## src/rtl/camera_power_sequencer.sv

```systemverilog
// camera_power_sequencer
//   Drives the OV7670 power-up sequence after the system reset is released:
//   hold PWDN, pulse RESET# low, wait for the sensor to settle, then request
//   SCCB configuration. Capture is enabled only once configuration completes.
//   Failed or timed-out configuration is retried up to MAX_RETRIES times,
//   after which a fault is latched until restart or reset.
//
// Ports
//   clk          system clock
//   reset        asynchronous, active-high reset
//   restart      synchronous pulse; restarts the whole sequence from PWDN
//   cfg_done     SCCB block reports configuration finished OK
//   cfg_error    SCCB block reports NACK / abort
//   cam_pwdn     camera power-down pin, active-high (register output)
//   cam_resetn   camera reset pin, active-low (register output)
//   cfg_start    one-cycle configuration request per attempt
//   capture_en   high only in READY
//   seq_done     high only in READY
//   seq_fault    high only in FAULT
//   retry_count  configuration retries consumed
//
// state    | meaning
// ---------+-----------------------------------------------------------
// PWDN     | camera powered down, in reset
// RST_LOW  | powered up, RESET# held low
// SETTLE   | RESET# released, waiting for sensor to settle
// CFG_REQ  | single cycle: cfg_start high, timeout counter loaded
// CFG_WAIT | waiting for cfg_done / cfg_error / timeout
// READY    | configured, capture enabled
// FAULT    | retries exhausted, latched until restart or reset

module camera_power_sequencer #(
   parameter int unsigned PWDN_CYCLES        = 100000,
   parameter int unsigned RESET_LOW_CYCLES   = 100000,
   parameter int unsigned SETTLE_CYCLES      = 100000,
   parameter int unsigned CFG_TIMEOUT_CYCLES = 10000000,
   parameter int unsigned MAX_RETRIES        = 3
) (
   input  logic       clk,
   input  logic       reset,
   input  logic       restart,
   input  logic       cfg_done,
   input  logic       cfg_error,
   output logic       cam_pwdn,
   output logic       cam_resetn,
   output logic       cfg_start,
   output logic       capture_en,
   output logic       seq_done,
   output logic       seq_fault,
   output logic [2:0] retry_count
);

   typedef enum logic [2:0] {
      S_PWDN,
      S_RST_LOW,
      S_SETTLE,
      S_CFG_REQ,
      S_CFG_WAIT,
      S_READY,
      S_FAULT
   } state_t;

   // Timed states run for N cycles: load N-1, count down, leave after zero.
   localparam logic [31:0] PWDN_LOAD    = 32'(PWDN_CYCLES - 1);
   localparam logic [31:0] RST_LOW_LOAD = 32'(RESET_LOW_CYCLES - 1);
   localparam logic [31:0] SETTLE_LOAD  = 32'(SETTLE_CYCLES - 1);
   localparam logic [31:0] TIMEOUT_LOAD = 32'(CFG_TIMEOUT_CYCLES - 1);
   localparam logic [2:0]  RETRY_MAX    = 3'(MAX_RETRIES);

   state_t      state, state_nxt;
   logic [31:0] cnt, cnt_nxt;
   logic [2:0]  retry_nxt;
   logic        cnt_zero;
   logic        pwdn_nxt, resetn_nxt, start_nxt, capture_nxt, done_nxt, fault_nxt;

   assign cnt_zero = (cnt == 32'd0);

   always_ff @(posedge clk or posedge reset) begin
      if (reset) begin
         state       <= S_PWDN;
         cnt         <= PWDN_LOAD;
         retry_count <= 3'd0;
         cam_pwdn    <= 1'b1;
         cam_resetn  <= 1'b0;
         cfg_start   <= 1'b0;
         capture_en  <= 1'b0;
         seq_done    <= 1'b0;
         seq_fault   <= 1'b0;
      end else begin
         state       <= state_nxt;
         cnt         <= cnt_nxt;
         retry_count <= retry_nxt;
         cam_pwdn    <= pwdn_nxt;
         cam_resetn  <= resetn_nxt;
         cfg_start   <= start_nxt;
         capture_en  <= capture_nxt;
         seq_done    <= done_nxt;
         seq_fault   <= fault_nxt;
      end
   end

   always_comb begin
      state_nxt = state;
      cnt_nxt   = cnt;
      retry_nxt = retry_count;

      if (restart) begin
         state_nxt = S_PWDN;
         cnt_nxt   = PWDN_LOAD;
         retry_nxt = 3'd0;
      end else begin
         unique case (state)
            S_PWDN: begin
               if (cnt_zero) begin
                  state_nxt = S_RST_LOW;
                  cnt_nxt   = RST_LOW_LOAD;
               end else begin
                  cnt_nxt = cnt - 32'd1;
               end
            end
            S_RST_LOW: begin
               if (cnt_zero) begin
                  state_nxt = S_SETTLE;
                  cnt_nxt   = SETTLE_LOAD;
               end else begin
                  cnt_nxt = cnt - 32'd1;
               end
            end
            S_SETTLE: begin
               if (cnt_zero) begin
                  state_nxt = S_CFG_REQ;
               end else begin
                  cnt_nxt = cnt - 32'd1;
               end
            end
            S_CFG_REQ: begin
               state_nxt = S_CFG_WAIT;
               cnt_nxt   = TIMEOUT_LOAD;
            end
            S_CFG_WAIT: begin
               // cfg_done takes precedence over a simultaneous error
               if (cfg_done) begin
                  state_nxt = S_READY;
               end else if (cfg_error || cnt_zero) begin
                  if (retry_count < RETRY_MAX) begin
                     retry_nxt = retry_count + 3'd1;
                     state_nxt = S_CFG_REQ;
                  end else begin
                     state_nxt = S_FAULT;
                  end
               end else begin
                  cnt_nxt = cnt - 32'd1;
               end
            end
            S_READY: state_nxt = S_READY;
            S_FAULT: state_nxt = S_FAULT;
            default: begin
               state_nxt = S_PWDN;
               cnt_nxt   = PWDN_LOAD;
               retry_nxt = 3'd0;
            end
         endcase
      end
   end

   // Outputs are decoded from the next state and registered, so every pin is
   // a flop output and tracks the state register cycle for cycle.
   always_comb begin
      pwdn_nxt    = 1'b0;
      resetn_nxt  = 1'b1;
      start_nxt   = 1'b0;
      capture_nxt = 1'b0;
      done_nxt    = 1'b0;
      fault_nxt   = 1'b0;
      unique case (state_nxt)
         S_PWDN: begin
            pwdn_nxt   = 1'b1;
            resetn_nxt = 1'b0;
         end
         S_RST_LOW:  resetn_nxt = 1'b0;
         S_SETTLE:   resetn_nxt = 1'b1;
         S_CFG_REQ:  start_nxt  = 1'b1;
         S_CFG_WAIT: resetn_nxt = 1'b1;
         S_READY: begin
            capture_nxt = 1'b1;
            done_nxt    = 1'b1;
         end
         S_FAULT:    fault_nxt  = 1'b1;
         default: begin
            pwdn_nxt   = 1'b1;
            resetn_nxt = 1'b0;
         end
      endcase
   end

endmodule
```

## config.mk

```make
export PLATFORM = sky130hd
export DESIGN_NAME = camera_power_sequencer
export DESIGN_NICKNAME = d
export VERILOG_FILES = /design/src/rtl/camera_power_sequencer.sv
export SDC_FILE = /design/constraint.sdc
export NUM_CORES = 1
export LEC_CHECK = 0
export CAP_MARGIN = 30
export CORE_MARGIN = 3
export CORE_UTILIZATION = 52
export CTS_CLUSTER_DIAMETER = 100
export CTS_CLUSTER_SIZE = 20
export DETAILED_ROUTE_END_ITERATION = 10
export MAX_ROUTING_LAYER = met4
export PLACE_DENSITY = 0.76
export SLEW_MARGIN = 0
export SYNTH_ARGS = -nofsm -noshare
export SYNTH_HDL_FRONTEND = slang
export SYNTH_SLANG_ARGS = --single-unit
```

## constraint.sdc

```tcl
create_clock -name clk -period 4.5 [get_ports clk]
set_clock_uncertainty 0.1 [all_clocks]
set_input_delay 0.675 -clock clk [delete_from_list [all_inputs] [get_ports clk]]
set_output_delay 0.675 -clock clk [all_outputs]
set_load 0.02 [all_outputs]
```

Word level (Yosys, flattened, before mapping). Cells that the tools add are included.

Register bits after elaboration: 43. Input port bits: 5.

Mux-type cells: 24. Add/sub/neg operators: 2. Reduce and logical (&&, ||, !) cells: 10. $lt $le $gt $ge: 1. Equal/unequal tests: 19.

Operators with widths (number): 2-to-1 mux 32 bit (5); case mux 32 bit (5 select lines) (1); 2-to-1 mux 3 bit (11); logical NOT 32 bit (1); subtractor 32 x 1 -> 32 bit, second input constant (1); case mux 3 bit (7 select lines) (1); == test 3 bit, second input constant (6); != test 3 bit, second input constant (5); == test 3 x 2 -> 1 bit, second input constant (4); OR reduction 6 bit (2); AND reduction 4 bit (2); == test 3 x 1 -> 1 bit, second input constant (2); case mux 3 bit (2 select lines) (1); 2-to-1 mux 1 bit (5); OR reduction 5 bit (1); != test 2 x 1 -> 1 bit, second input constant (2); OR reduction 2 bit (2); adder 3 x 1 -> 3 bit, second input constant (1); logical NOT 3 bit (1); < comparator 3 x 2 -> 1 bit, second input constant (1); logical OR 1 bit (1).

Logic depth before layout (Yosys ltp).
Word-level depth: 9. Gate-level depth with buffers: 10. Mapped depth without buffers: 8.

Least setup slack after synthesis. Ideal clock, no wire load.

Kind: register to register. From: reg cnt[25]. To: reg cnt[4]. Slack: 1651 ps. Cell stages (with the launch flop): 10. Path buffers: 3. Clock period less this slack: 2849 ps. Arrival time: 2639 ps. Path through: dfrtp_1 or4_4 or4_1 buf_2 or3_4 buf_6 o31a_4 buf_6 o22ai_2 a21oi_1.

Word-level cells in the longest chain between the ends: 4.

Ends and longest elaborated chain: start: declaration (RTL line 71) `logic [31:0] cnt, cnt_nxt;`; start signal: assignment (RTL line 91) `cnt <= cnt_nxt;`; logical NOT 32 bit * (RTL line 76) `assign cnt_zero = (cnt == 32'd0);`; 2-to-1 mux 32 bit / logical OR 1 bit (equally long branches) (RTL line 114, 122, 144); case mux 32 bit (5 select lines) / != test 3 bit (equally long branches); 2-to-1 mux 32 bit / AND reduction 4 bit (equally long branches).

Mark *: on every way between the ends. The rest lies on a longest branch, timed or not. A chain may end at the register's enable or synchronous reset.

Final worst setup path.
From: reg cnt[25]. To: reg cnt[20].

The elaborated chain is that of the path after synthesis.

==> metrics <==
Max-Cap Viols=0; vias in the first global route=2278; CTS tree=yes; final std cells w/o fill=380; Hold Violations, Final=0; Slew HR=32.6%; Min Hold Slack=around 0.4 ns; fin nets=319; min Tclk post-route=3.39 ns; total wire length=6280 µm; Final Core Density=59.6%; Seq cells post-synth=43; critical path cell sequence=or4_4, or4_1, or3_4, o31ai_4, o21ai_0, o211ai_1; CP Launch Type=flop; placed cell count=372; initial core utilization=54.6%; final setup vio count=0; remaining antenna violation count=0; Pleak=between 1 and 1.5 nW; VDD IR max=between 150 and 200 µV; first-pass detailed-route iteration total=4; Crit Path Class=reg2reg; Worst R2R Setup Slack=1.11 ns; syn nets=310; initial antenna violation count=0; row cnt=25; RSZ-0062 raised after global routing=no; Post-DP Area=2770 µm²; Die X=76.9 µm; CP max-delay cell=o31ai_4; clock latency on the worst-skew pair=0.29 ns; TritonCTS buffer count=5; share of cells above drive strength 1=11.8%; Core Region=~4800 µm²; DP Worst Slack=1.13 ns; DP Wirelength=4320 µm; post-route worst setup slack=1.11 ns; max-slew violation count=0; cells after synthesis=303; CTS max path bufs=2; # DRC=0; dominant synthesized flop cell=dfrtp_1; CP max stage delay=0.76 ns; ant diodes=0; num ports=14; fin crit share=75.4%; status=completed; GRT Residual Overflow=0; Worst-path clk slew=~0.080 ns; data arrival time of the worst path=3.51 ns; Initial DRC Count=between 150 and 200; PD cells=256 nW/µm²; async set-reset flop share out of synthesis=100%; Hold Crit Class=reg2reg; WL/cell=around 17 µm; area delta synth->final=9.19%; port bufs=13; number of synthesized flops with an enable pin=0; Mean Syn Cell Area=8.63 µm²; largest net degree at the start of global routing=44; H-tree Lvls=2; CP max FO=23; hold buffers post-CTS=0; gpl congestion=0.902; crit end category=flop; Ys Warns=0; die area=5910 µm²; Post-CTS Resized=0; Die Ht=between 70 and 80 µm; Setup Buffers After CTS=0; Total Power=730 µW; Final TNS setup=0 ns; vias per cell=6.26; Netlist cell types=51; DR vias=about 2400; CTS root buf=clkbuf_8; sequential share of the synthesized area=41.7%; Worst Path Required=4.61 ns; Final Instance Area=between 2000 and 3000 µm²; Num Clock Sinks=43; fmax=a little under 300 MHz; actual slew at the worst max-slew pin=1.00 ns; first-pass GRT wire length=10800 µm; gr usage total=a little under a quarter; Synth Cell Area=2610 µm²
==> layer usage <==
metal | wire length, µm | up-vias | track usage (%) | share of wire (%)
li1 | - | 1150 | - | -
met1 | 2890 | 1157 | 30.9 | 46
met2 | 2980 | 69 | 35.2 | 47
met3 | 375 | 4 | 5.52 | 6.0
met4 | 33 | 0 | 5.80 | 0.53
met5 | 0 | - | - | 0
==> registers in the layout, indices dropped and copies added, names as in the netlist <==
register,cells
cnt,32
retry_count,3
state,3
cam_pwdn,1
cam_resetn,1
cfg_start,1
seq_done,1
seq_fault,1
==> kinds of logic after synthesis <==
logic type,Yosys count,share of synthesized area (%)
muxes,1,0.383
DFF,43,41.7
AOI/OAI and AO/OA,97,24.6
buffers and inverters,24,4.64
and+or+nand+nor,134,27.0
adders and majority gates,2,0.957
xor gates and xnor gates,2,0.670
==> cells in the final DEF, fill, tap and decap left out, types with 11 or more instances in the layout <==
cell and n:
dfrtp_1 32, nor2_1 30, nor3_1 28, nand2_1 24
a21oi_1 20, o21ai_0 18, nor4_1 13, clkdlybuf4s50_1 13
o21ai_1 12, dfstp_2 11
==> cell usage after synthesis (2+ instances only) <==
library cell / instances / area, µm²
dfrtp_1: 32 / 801
nor2_1: 30 / 113
nor3_1: 28 / 140
nand2_1: 24 / 90.1
a21oi_1: 20 / 100
o21ai_0: 18 / 90.1
nor4_1: 13 / 81.3
o21ai_1: 12 / 60.1
dfstp_2: 11 / 289
a31oi_1: 8 / 50.1
clkbuf_1: 8 / 30.0
inv_1: 8 / 30.0
o31ai_1: 8 / 60.1
nand3_1: 6 / 30.0
nand4_1: 5 / 31.3
a21o_1: 4 / 30.0
a22o_1: 4 / 35.0
buf_4: 4 / 30.0
o21ai_2: 4 / 35.0
o22a_1: 4 / 35.0
or2_2: 4 / 25.0
or3_1: 4 / 25.0
nand2b_1: 3 / 18.8
nand4b_1: 3 / 26.3
o211ai_1: 3 / 22.5
a211oi_1: 2 / 15.0
and2_1: 2 / 12.5
and3_1: 2 / 12.5
buf_6: 2 / 22.5
ha_1: 2 / 25.0
nor3b_1: 2 / 15.0
o2bb2ai_1: 2 / 17.5
or4_1: 2 / 15.0
xor2_1: 2 / 17.5
==> critical path, delay by kind of cell (launching register included) <==
family             cells  cell delay (ns)
AOI/OAI and AO/OA      3             1.10
and+or+nand+nor        3             1.65
DFF                    1             0.46
==> report_power, final <==
part           leakage [nW]  internal, mW  switching [mW]
Clock                0.0395         0.110           0.128
Sequential            0.563         0.407          0.0112
Combinational         0.542        0.0282          0.0454
==> path summary, 6_finish.rpt <==
check	end	cells after the start	start
worst max register to register	cnt[20]	6	cnt[25]
max in group asynchronous	cnt[0]	3	reset
worst min register to register	cnt[17]	1	cnt[17]
worst min-delay path	cnt[17]	1	cnt[17]
min in group asynchronous	cnt[29]	3	reset
worst max-delay path	cnt[20]	6	cnt[25]
==> final cells by class <==
cell class / instances / area (µm²)
timing repair buffer: 18 / 168
clock buffer: 8 / 80.1
tap: 67 / 83.8
fill: 429 / 1930
inverter: 8 / 30.0
multi-input combinational: 236 / 1400
sequential: 43 / 1090
No activity file was read; power rests on OpenSTA's default activity.
